[src/rtl/vga_pkg.sv]
// Shared framebuffer geometry, pixel/address types and 640x480 timing constants.
package vga_pkg;

    localparam int unsigned FB_W       = 160;
    localparam int unsigned FB_H       = 120;
    localparam int unsigned SCALE_LOG2 = 2;
    localparam int unsigned DW         = 8;
    localparam int unsigned AW         = 15;
    localparam int unsigned FB_WORDS   = FB_W * FB_H;

    // 640x480@60 timing, shared with the timing generator
    localparam int unsigned H_ACTIVE = 640;
    localparam int unsigned H_FP     = 16;
    localparam int unsigned H_SYNC   = 96;
    localparam int unsigned H_BP     = 48;
    localparam int unsigned H_TOTAL  = H_ACTIVE + H_FP + H_SYNC + H_BP;
    localparam int unsigned V_ACTIVE = 480;
    localparam int unsigned V_FP     = 10;
    localparam int unsigned V_SYNC   = 2;
    localparam int unsigned V_BP     = 33;
    localparam int unsigned V_TOTAL  = V_ACTIVE + V_FP + V_SYNC + V_BP;

    typedef logic [DW-1:0] rgb332_t;
    typedef logic [AW-1:0] fb_addr_t;

    // Row base address for a 160-wide framebuffer: row*160 = (row<<7) + (row<<5)
    function automatic fb_addr_t fb_row_base(input logic [7:0] row);
        fb_addr_t r;
        r = fb_addr_t'(row);
        return (r << 7) + (r << 5);
    endfunction

endpackage

[src/rtl/vga_fb_rr_arb.sv]
// Two-way round-robin arbiter for the RAM slots left free by the display fetch.
module vga_fb_rr_arb (
    input  logic       clk,
    input  logic       reset_n,
    input  logic [1:0] req,
    input  logic       slot_free,
    output logic [1:0] gnt
);

    // 1 means client 1 was granted most recently, so client 0 wins the first tie
    logic last_gnt;

    // Grant a lone requester; on a tie, grant the client not granted last
    always_comb begin
        gnt = '0;
        if (slot_free) begin
            case (req)
                2'b01:   gnt = 2'b01;
                2'b10:   gnt = 2'b10;
                2'b11:   gnt = last_gnt ? 2'b01 : 2'b10;
                default: gnt = '0;
            endcase
        end
    end

    // Remember the winner, only when a grant is actually issued
    always_ff @(posedge clk or negedge reset_n) begin
        if (!reset_n) begin
            last_gnt <= 1'b1;
        end else if (|gnt) begin
            last_gnt <= gnt[1];
        end
    end

endmodule

[src/rtl/vga_fb_arbiter.sv]
// Framebuffer RAM sharing between display fetch (absolute priority) and two clients.
module vga_fb_arbiter
    import vga_pkg::*;
(
    input  logic     clk,
    input  logic     reset_n,
    input  logic [9:0] sx,
    input  logic [9:0] sy,
    input  logic     hsync,
    input  logic     vsync,
    input  logic     de,
    output logic     hsync_o,
    output logic     vsync_o,
    output logic     de_o,
    output rgb332_t  rgb_o,
    input  logic     c0_req,
    input  logic     c0_we,
    input  fb_addr_t c0_addr,
    input  rgb332_t  c0_wdata,
    output logic     c0_gnt,
    output logic     c0_rvalid,
    output rgb332_t  c0_rdata,
    input  logic     c1_req,
    input  logic     c1_we,
    input  fb_addr_t c1_addr,
    input  rgb332_t  c1_wdata,
    output logic     c1_gnt,
    output logic     c1_rvalid,
    output rgb332_t  c1_rdata,
    output logic     mem_en,
    output logic     mem_we,
    output fb_addr_t mem_addr,
    output rgb332_t  mem_wdata,
    input  rgb332_t  mem_rdata
);

    logic       display_slot;
    logic       slot_free;
    fb_addr_t   fetch_addr;
    logic [1:0] gnt;
    logic       sel_we;
    fb_addr_t   sel_addr;
    rgb332_t    sel_wdata;
    logic       in_range;
    logic [1:0] rd_pend;
    logic       rd_zero;
    logic       fetch_d;
    rgb332_t    pix_hold;
    logic [1:0] hs_pipe;
    logic [1:0] vs_pipe;
    logic [1:0] de_pipe;
    logic       unused_sy_lsb;

    assign unused_sy_lsb = ^sy[SCALE_LOG2-1:0];

    assign display_slot = de && (sx[SCALE_LOG2-1:0] == '0);
    assign slot_free    = reset_n && !display_slot;
    assign fetch_addr   = fb_row_base(sy[9:SCALE_LOG2]) + fb_addr_t'(sx[9:SCALE_LOG2]);

    vga_fb_rr_arb u_arb (
        .clk       (clk),
        .reset_n   (reset_n),
        .req       ({c1_req, c0_req}),
        .slot_free (slot_free),
        .gnt       (gnt)
    );

    assign c0_gnt = gnt[0];
    assign c1_gnt = gnt[1];

    assign sel_we    = gnt[1] ? c1_we    : c0_we;
    assign sel_addr  = gnt[1] ? c1_addr  : c0_addr;
    assign sel_wdata = gnt[1] ? c1_wdata : c0_wdata;
    assign in_range  = sel_addr < fb_addr_t'(FB_WORDS);

    // RAM port mux: display fetch first, then the granted client (dropped if out of range)
    always_comb begin
        mem_en    = 1'b0;
        mem_we    = 1'b0;
        mem_addr  = fetch_addr;
        mem_wdata = '0;
        if (reset_n && display_slot) begin
            mem_en = 1'b1;
        end else if (|gnt) begin
            mem_en    = in_range;
            mem_we    = sel_we;
            mem_addr  = sel_addr;
            mem_wdata = sel_wdata;
        end
    end

    // Track reads granted this cycle so their data can be returned next cycle
    always_ff @(posedge clk or negedge reset_n) begin
        if (!reset_n) begin
            rd_pend <= '0;
            rd_zero <= 1'b0;
        end else begin
            rd_pend <= gnt & ~{c1_we, c0_we};
            rd_zero <= !in_range;
        end
    end

    assign c0_rvalid = rd_pend[0];
    assign c1_rvalid = rd_pend[1];
    assign c0_rdata  = (rd_pend[0] && !rd_zero) ? mem_rdata : '0;
    assign c1_rdata  = (rd_pend[1] && !rd_zero) ? mem_rdata : '0;

    // Capture fetched pixel one cycle after the fetch and delay syncs by two cycles
    always_ff @(posedge clk or negedge reset_n) begin
        if (!reset_n) begin
            fetch_d  <= 1'b0;
            pix_hold <= '0;
            hs_pipe  <= 2'b11;
            vs_pipe  <= 2'b11;
            de_pipe  <= 2'b00;
        end else begin
            fetch_d <= display_slot;
            if (fetch_d) begin
                pix_hold <= mem_rdata;
            end
            hs_pipe <= {hs_pipe[0], hsync};
            vs_pipe <= {vs_pipe[0], vsync};
            de_pipe <= {de_pipe[0], de};
        end
    end

    assign hsync_o = hs_pipe[1];
    assign vsync_o = vs_pipe[1];
    assign de_o    = de_pipe[1];
    assign rgb_o   = de_o ? pix_hold : '0;

endmodule

[config.mk]
export PLATFORM = sky130hd
export DESIGN_NAME = vga_fb_arbiter
export DESIGN_NICKNAME = d
export VERILOG_FILES = /design/src/rtl/vga_pkg.sv /design/src/rtl/vga_fb_rr_arb.sv /design/src/rtl/vga_fb_arbiter.sv
export SDC_FILE = /design/constraint.sdc
export NUM_CORES = 1
export LEC_CHECK = 0
export ABC_AREA = 1
export BUFFER_PORTS_ARGS = -buffer_cell sky130_fd_sc_hd__clkbuf_2
export CORE_MARGIN = 4
export CORE_UTILIZATION = 40
export DETAILED_ROUTE_END_ITERATION = 8
export PLACE_DENSITY = 0.8
export SETUP_SLACK_MARGIN = 0.5
export SYNTH_ARGS = -nofsm -noshare
export SYNTH_HDL_FRONTEND = slang
export SYNTH_SLANG_ARGS = --single-unit
[constraint.sdc]
create_clock -name clk -period 5.5 [get_ports clk]
set_clock_uncertainty 0.05 [all_clocks]
set_input_delay 1.1 -clock clk [delete_from_list [all_inputs] [get_ports clk]]
set_output_delay 1.1 -clock clk [all_outputs]
set_load 0.1 [all_outputs]
==> results.toml, run 1 <==
[sta]
slew_violations = 0
relSlewSlack_pct = 45.5
max_freq_ghz = 0.211
min_period_over_period_pct = 86.1
setup_viol_count_final = 0
hold_viol = 0
rsz0062_at_grt = "false"
tns_ns = 0
hold_slack_ns = 0.311
worstMarginPinSlew_ns = 0.815
min_period_ns = 4.74

[global_route]
grt_pass1_vias = 2006
grt_max_degree = 36
track_usage_pct = 17.9
antenna_found_initial = 0
grt_overflow = 0
grt_pass1_wl_um = 8160

[routing]
drtIter0Drc = 43
routed_wl_um = 5110
dr.pass1.iters = 4
drc = 0
vias_per_cell = 4.68
routedWlPerCell_um = 11.3
num_vias = 2122
ant_nets = 0

[clocking]
cts-root-buf = "clkbuf_8"
clkLatencyLatePin_ns = 0.25
cts.sinks = 19
htree_levels = 1
postCtsHoldBufs = 0
cts_tree = "built"
post-cts-setup-buffer-count = 0
ctsResizeCount = 0
clockBufferDepth = 2
tritoncts.num_buffers = 3
clk_pin_slew_ns = 0.07

[critical_path]
crit_path_max_incr_delay_ns = 0.54
required_ns = 4.35
worstPathCellList = "clkbuf_2 -> inv_1 -> fa_1 -> inv_1 -> fa_1 -> nand3_1 -> nand3_1 -> a21oi_1 -> xor2_1 -> nand2_1 -> o21ai_1 -> clkbuf_2"
arrival_ns = 3.59
critPathLaunch = "sx[9]"
r2r-start = "u_arb.last_gnt$_DFFE_PN1N_"
crit_family = "adder cells"
cp_max_fo = 3
path_class = "in2out"
setup.worst_path.start_class = "input pin"
critPathBufInv = 4
r2r_cells = 8
path_depth = 12
cp_slowest_cell = "fa_1"
critPathCaptureType = "primary output"

[yosys]
synth_fp_nets = 370
ys_warn_count = 0
synth_top_area_share_pct = 19.2
yosysSeqAreaShare_pct = 26.3
yosysTopAreaCell = "dfrtp_1"
syn_area_mm2 = 0.00183
yosysUniqueCellTypes = 28
netlist_instances = 270
avgSynthCellArea_um2 = 6.78
ys_ff_latch = 19
synth.area.top_cells = "dfrtp_1, nand2_1, ha_1, inv_1, dfstp_2"

[pwr]
vdd_ir_drop_max_v = 0.000234
p_leak_nw = 1.67
powerDensity_mw_per_mm2 = 302

[worst_hold_path]
min_path_type = "reg2reg"
hp-start = "hs_pipe[0]$_DFF_PN1_"
holdPathStages = 0

[place]
portBuffers = 136
hpwl_um = 4380
gp_congestion = 0.853

[floorplanning]
die_w_um = 75.6
fp.coreArea_mm2 = 0.00438
rows = 24
pin_count = 139
die_y_um = 75.6
initial_core_util_pct = 41.7
dieArea_mm2 = 0.00572

[final_layout]
diodes = 0
nets = 502
layout_common_cells = "clkbuf_2, nand2_1, inv_1"
seqCellArea_um2 = 482
fillers = 402
area_growth_pct = 41.3
multi_input_area_mm2 = 0.00113
postLayoutCoreUtil_pct = 59.0
final_common_cell = "clkbuf_2"
drive_above_1_share_pct = 40.6

[status]
status = "finished clean"

[job]
drv_cap = 0
-- state kept, by name, indices dropped and copies added, names as in the netlist --
register / cells
de_pipe: 2
fetch_d: 1
hs_pipe: 2
pix_hold: 8
rd_pend: 2
rd_zero: 1
u_arb.last_gnt: 1
vs_pipe: 2
-- synth_stat cells --
cell type / count
o21ai_0: 5
or2_0: 2
mux2i_1: 8
xnor2_1: 2
xor2_1: 2
nand4_1: 4
nor2_4: 1
dfrtp_1: 14
a21oi_4: 1
nor2_1: 30
o21ai_1: 15
buf_4: 1
nor2_2: 2
fa_1: 2
a21oi_1: 19
nand3_4: 1
o21bai_1: 1
clkbuf_1: 3
nand3_1: 9
buf_6: 4
o21ai_2: 2
nand2_2: 2
ha_1: 15
a31oi_1: 1
nand2_1: 72
dfstp_2: 5
inv_1: 45
buf_2: 2
-- logic make-up (layout without fill, tap and decap cells) --
kind of cell,Yosys count,count (layout),synth area share [%]
adders and majority gates,17,17,12.4
and+or+nand+nor,123,123,28.4
buffers and inverters,55,186,13.3
DFF,19,19,26.3
xor gates and xnor gates,4,4,1.92
muxes,8,8,4.38
AOI/OAI and AO/OA,44,44,13.3
-- through the flow --
step / power, mW / cells / setup slack, ns / area, um2
after CTS: 0.787 / 453 / 0.761 / 2580
after detailed placement: 0.692 / 449 / 0.779 / 2540
after floorplan: 0.605 / 270 / 0.352 / 1860
after global placement: 0.686 / 449 / 0.830 / 2540
final: 0.781 / 453 / 0.764 / 2580
after global routing: 0.825 / 453 / 0.560 / 2580
-- worst register-to-register path: stages (launching register included) --
cell and delay, ns:
dfstp_2 0.57, a21oi_4 0.08, nand3_4 0.06, buf_4 0.35
nand2_2 0.07, o21ai_1 0.18, nor2_1 0.09, nand2_1 0.09
nand2_1 0.05
-- layer usage --
| metal | track usage (%) | vias up | share of wire [%] |
|---|---|---|---|
| li1 | - | 1106 | - |
| met1 | 21.0 | 909 | 39 |
| met2 | 33.2 | 98 | 49 |
| met3 | 2.77 | 9 | 10 |
| met4 | 5.83 | 0 | 1.4 |
| met5 | 0 | - | 0 |
-- worst paths after layout --
kind	to	slack (ns)
setup / recovery	mem_addr[12]	0.76
hold / removal	hs_pipe[1]$_DFF_PN1_	0.31
setup reg to reg	rd_zero$_DFF_PN0_	3.80
hold reg to reg	hs_pipe[1]$_DFF_PN1_	0.31
max in group asynchronous	u_arb.last_gnt$_DFFE_PN1N_	4.24
min in group asynchronous	pix_hold[0]$_DFFE_PN0P_	0.78
-- cell type report --
class | instances | share of cell area (%)
multi-input cells | 196 | 43.9
clock buffers | 3 | 1.60
clock inverters | 1 | 0.194
repair buffers | 137 | 26.6
inverters | 45 | 6.53
well taps | 52 | 2.52
flip-flops and latches | 19 | 18.6
-- power breakdown --
part	switching (mW)	internal, mW	total [mW]
logic	0.418	0.102	0.520
registers	0.0102	0.157	0.168
clock network	0.0434	0.0503	0.0937
total	0.472	0.309	0.781
(Power assumes the default switching activity.)
==> inputs of run 2 (changes only) <==
--- a/config.mk
+++ b/config.mk
@@ -5,12 +5,12 @@
 export SDC_FILE = /design/constraint.sdc
 export NUM_CORES = 1
 export LEC_CHECK = 0
-export ABC_AREA = 1
+export ABC_AREA = 0
 export BUFFER_PORTS_ARGS = -buffer_cell sky130_fd_sc_hd__clkbuf_2
 export CORE_MARGIN = 4
 export CORE_UTILIZATION = 40
 export DETAILED_ROUTE_END_ITERATION = 8
-export PLACE_DENSITY = 0.8
+export PLACE_DENSITY = 0.81
 export SETUP_SLACK_MARGIN = 0.5
 export SYNTH_ARGS = -nofsm -noshare
 export SYNTH_HDL_FRONTEND = slang
==> run 2 against run 1 <==
Against the previous run: sequential power about the same; clock power decreased by 3.8%; cell count decreased by 13%; area after synthesis decreased by 3.6%; routed wire length increased by 7.5%; register-to-register slack got worse by 0.21 ns; worst setup slack got worse by 0.097 ns; die area decreased by 3.2%; sequential share of layout area decreased by 0.11 points; critical path type unchanged; largest cell class unchanged.
==> results.toml, run 2 <==
[critical_path]
critPathCaptureType = "primary output"
critPathBufInv = 5
crit_path_max_incr_delay_ns = 0.54
cp_max_fo = 3
path_class = "in2out"
worstPathCellList = "clkbuf_2 -> inv_1 -> fa_1 -> inv_1 -> fa_1 -> a211oi_2 -> o21ai_0 -> a2111oi_1 -> buf_4 -> nor3_4 -> buf_4"
arrival_ns = 3.68
setup.worst_path.start_class = "input pin"
cp_slowest_cell = "fa_1"
crit_family = "adder cells"
required_ns = 4.35

[clocking]
clk_pin_slew_ns = 0.07
cts.sinks = 19
htree_levels = 1
post-cts-setup-buffer-count = 0
cts-root-buf = "clkbuf_8"
clockBufferDepth = 2
cts_tree = "built"
tritoncts.num_buffers = 3
postCtsHoldBufs = 0
clkLatencyLatePin_ns = 0.25

[sta]
setup_viol_count_final = 0
min_period_over_period_pct = 87.9
relSlewSlack_pct = 63.2
hold_viol = 0
worstMarginPinSlew_ns = 0.555
slew_violations = 0
rsz0062_at_grt = "true"
tns_ns = 0
max_freq_ghz = 0.207
min_period_ns = 4.83

[final_layout]
nets = 443
top_register = "pix_hold"
drive_above_1_share_pct = 50.3
diodes = 0
finalInstanceArea_mm2 = 0.00260
postLayoutCoreUtil_pct = 62.7
final_cells = 392
final_common_cell = "clkbuf_2"
fillers = 338
largest_reg_flops = 8
layout_common_cells = "clkbuf_2, and2_1, nand2_1"
area_growth_pct = 47.4

[yosys]
yosysSeqAreaShare_pct = 27.3
avgSynthCellArea_um2 = 8.52
ys_warn_count = 0
synth_fp_nets = 307
yosysTopAreaCell = "dfrtp_1"
syn_area_mm2 = 0.00176
synth.area.top_cells = "dfrtp_1, ha_1, and2_1, dfstp_2, mux2_2"
ys_ff_latch = 19
synthFlopType = "dfrtp_1"
async_reset_ff_share_pct = 100
synth_top_area_share_pct = 19.9
synth-edff-count = 0
synth_most_common_cell = "and2_1"
netlist_instances = 207
netlist_top_cells_count = "and2_1, nand2_1, nor2_1"
yosysUniqueCellTypes = 45

[routing]
drtIter0Drc = 79
vias_per_cell = 5.22
num_vias = 2047
drc = 0
ant_nets = 0
dr.pass1.iters = 5
routed_wl_um = 5490
routedWlPerCell_um = 14.0

[global_route]
antenna_found_initial = 0
track_usage_pct = 18.9
grt_overflow = 0
grt_pass1_vias = 2005
grt_pass1_wl_um = 8400
grt_max_degree = 26

[status]
status = "finished clean"

[floorplanning]
pin_count = 139
die_w_um = 74.4
fp.coreArea_mm2 = 0.00414
dieArea_mm2 = 0.00554
initial_core_util_pct = 42.6
rows = 23
die_y_um = 74.4

[place]
hpwl_um = 4730
gp_congestion = 0.932
portBuffers = 136
placed_cell_area_mm2 = 0.00254
place_inst = 388

[worst_hold_path]
min_path_type = "reg2reg"

[pwr]
vdd_ir_drop_max_v = 0.000190
powerDensity_mw_per_mm2 = 300
p_total_mw = 0.779
p_leak_nw = 1.45

[job]
drv_cap = 0
## run 2: cell types whose count changed after synthesis, moves of 4 or more
cell,previous run,this run
a211oi_1,0,8
a21o_1,0,4
a21oi_1,19,6
a22o_1,0,9
a31oi_1,1,8
and2_1,0,24
inv_1,45,9
mux2_2,0,8
mux2i_1,8,1
nand2_1,72,21
nand3_1,9,2
nor2_1,30,18
nor3_1,0,4
o21ai_1,15,0
## run 2: timing repair
action	CTS	global route
resized for setup	1	6
setup endpoints to repair	1	4
endpoints found under the hold margin	0	0
pin swaps	0	1
cloned	0	0
## run 2: final cells by class
class	count	area [um2]	area share, %
sequential	19	482	18.5
inverter	11	41.3	1.59
timing repair buffer	139	706	27.1
tap	50	62.6	2.41
clock buffer	3	41.3	1.59
clock inverter	1	5.00	0.192
multi-input combinational	169	1260	48.6
## run 2: where the power goes
group	switching [mW]	internal, mW	total [mW]
sequential	0.00872	0.159	0.168
clock	0.0400	0.0501	0.0901
combinational	0.403	0.119	0.522
total	0.452	0.328	0.779
## run 2: routing by layer
metal  global-route usage [%]  vias up  share of wire, %
li1                         -     1026                 -
met1                     22.1      922                39
met2                     35.9       93                51
met3                     2.16        6               9.4
met4                     5.34        0              0.98
met5                        0        -                 0
## run 2: final timing paths
| check | start | to | slack, ns | cells after the start |
|---|---|---|---|---|
| max in group asynchronous | reset_n | vs_pipe[0]$_DFF_PN1_ | 4.19 | 2 |
| worst min register to register | vs_pipe[0]$_DFF_PN1_ | vs_pipe[1]$_DFF_PN1_ | 0.31 | 0 |
| worst min-delay path | vs_pipe[0]$_DFF_PN1_ | vs_pipe[1]$_DFF_PN1_ | 0.31 | 0 |
| worst max register to register | u_arb.last_gnt$_DFFE_PN1N_ | rd_zero$_DFF_PN0_ | 3.59 | 4 |
| worst max-delay path | sx[9] | mem_addr[12] | 0.67 | 11 |
| min in group asynchronous | reset_n | u_arb.last_gnt$_DFFE_PN1N_ | 0.90 | 1 |
## run 2: kinds of logic (layout without fill, tap and decap cells)
family | Yosys count | in the layout | share of synthesized area, %
and+or+nand+nor | 86 | 86 | 26.0
buffers and inverters | 19 | 154 | 4.61
adders and majority gates | 17 | 17 | 12.9
DFF | 19 | 19 | 27.3
xor gates and xnor gates | 1 | 1 | 0.497
AOI/OAI and AO/OA | 56 | 56 | 23.0
muxes | 9 | 9 | 5.67
## run 2: per-stage QoR
stage / hold slack (ns) / worst slack, ns
after floorplan: 0.281 / 0.0156
after global placement: 0.283 / 0.445
after detailed placement: 0.295 / 0.449
after CTS: 0.307 / 0.527
after global routing: 0.308 / 0.470
final: 0.306 / 0.667
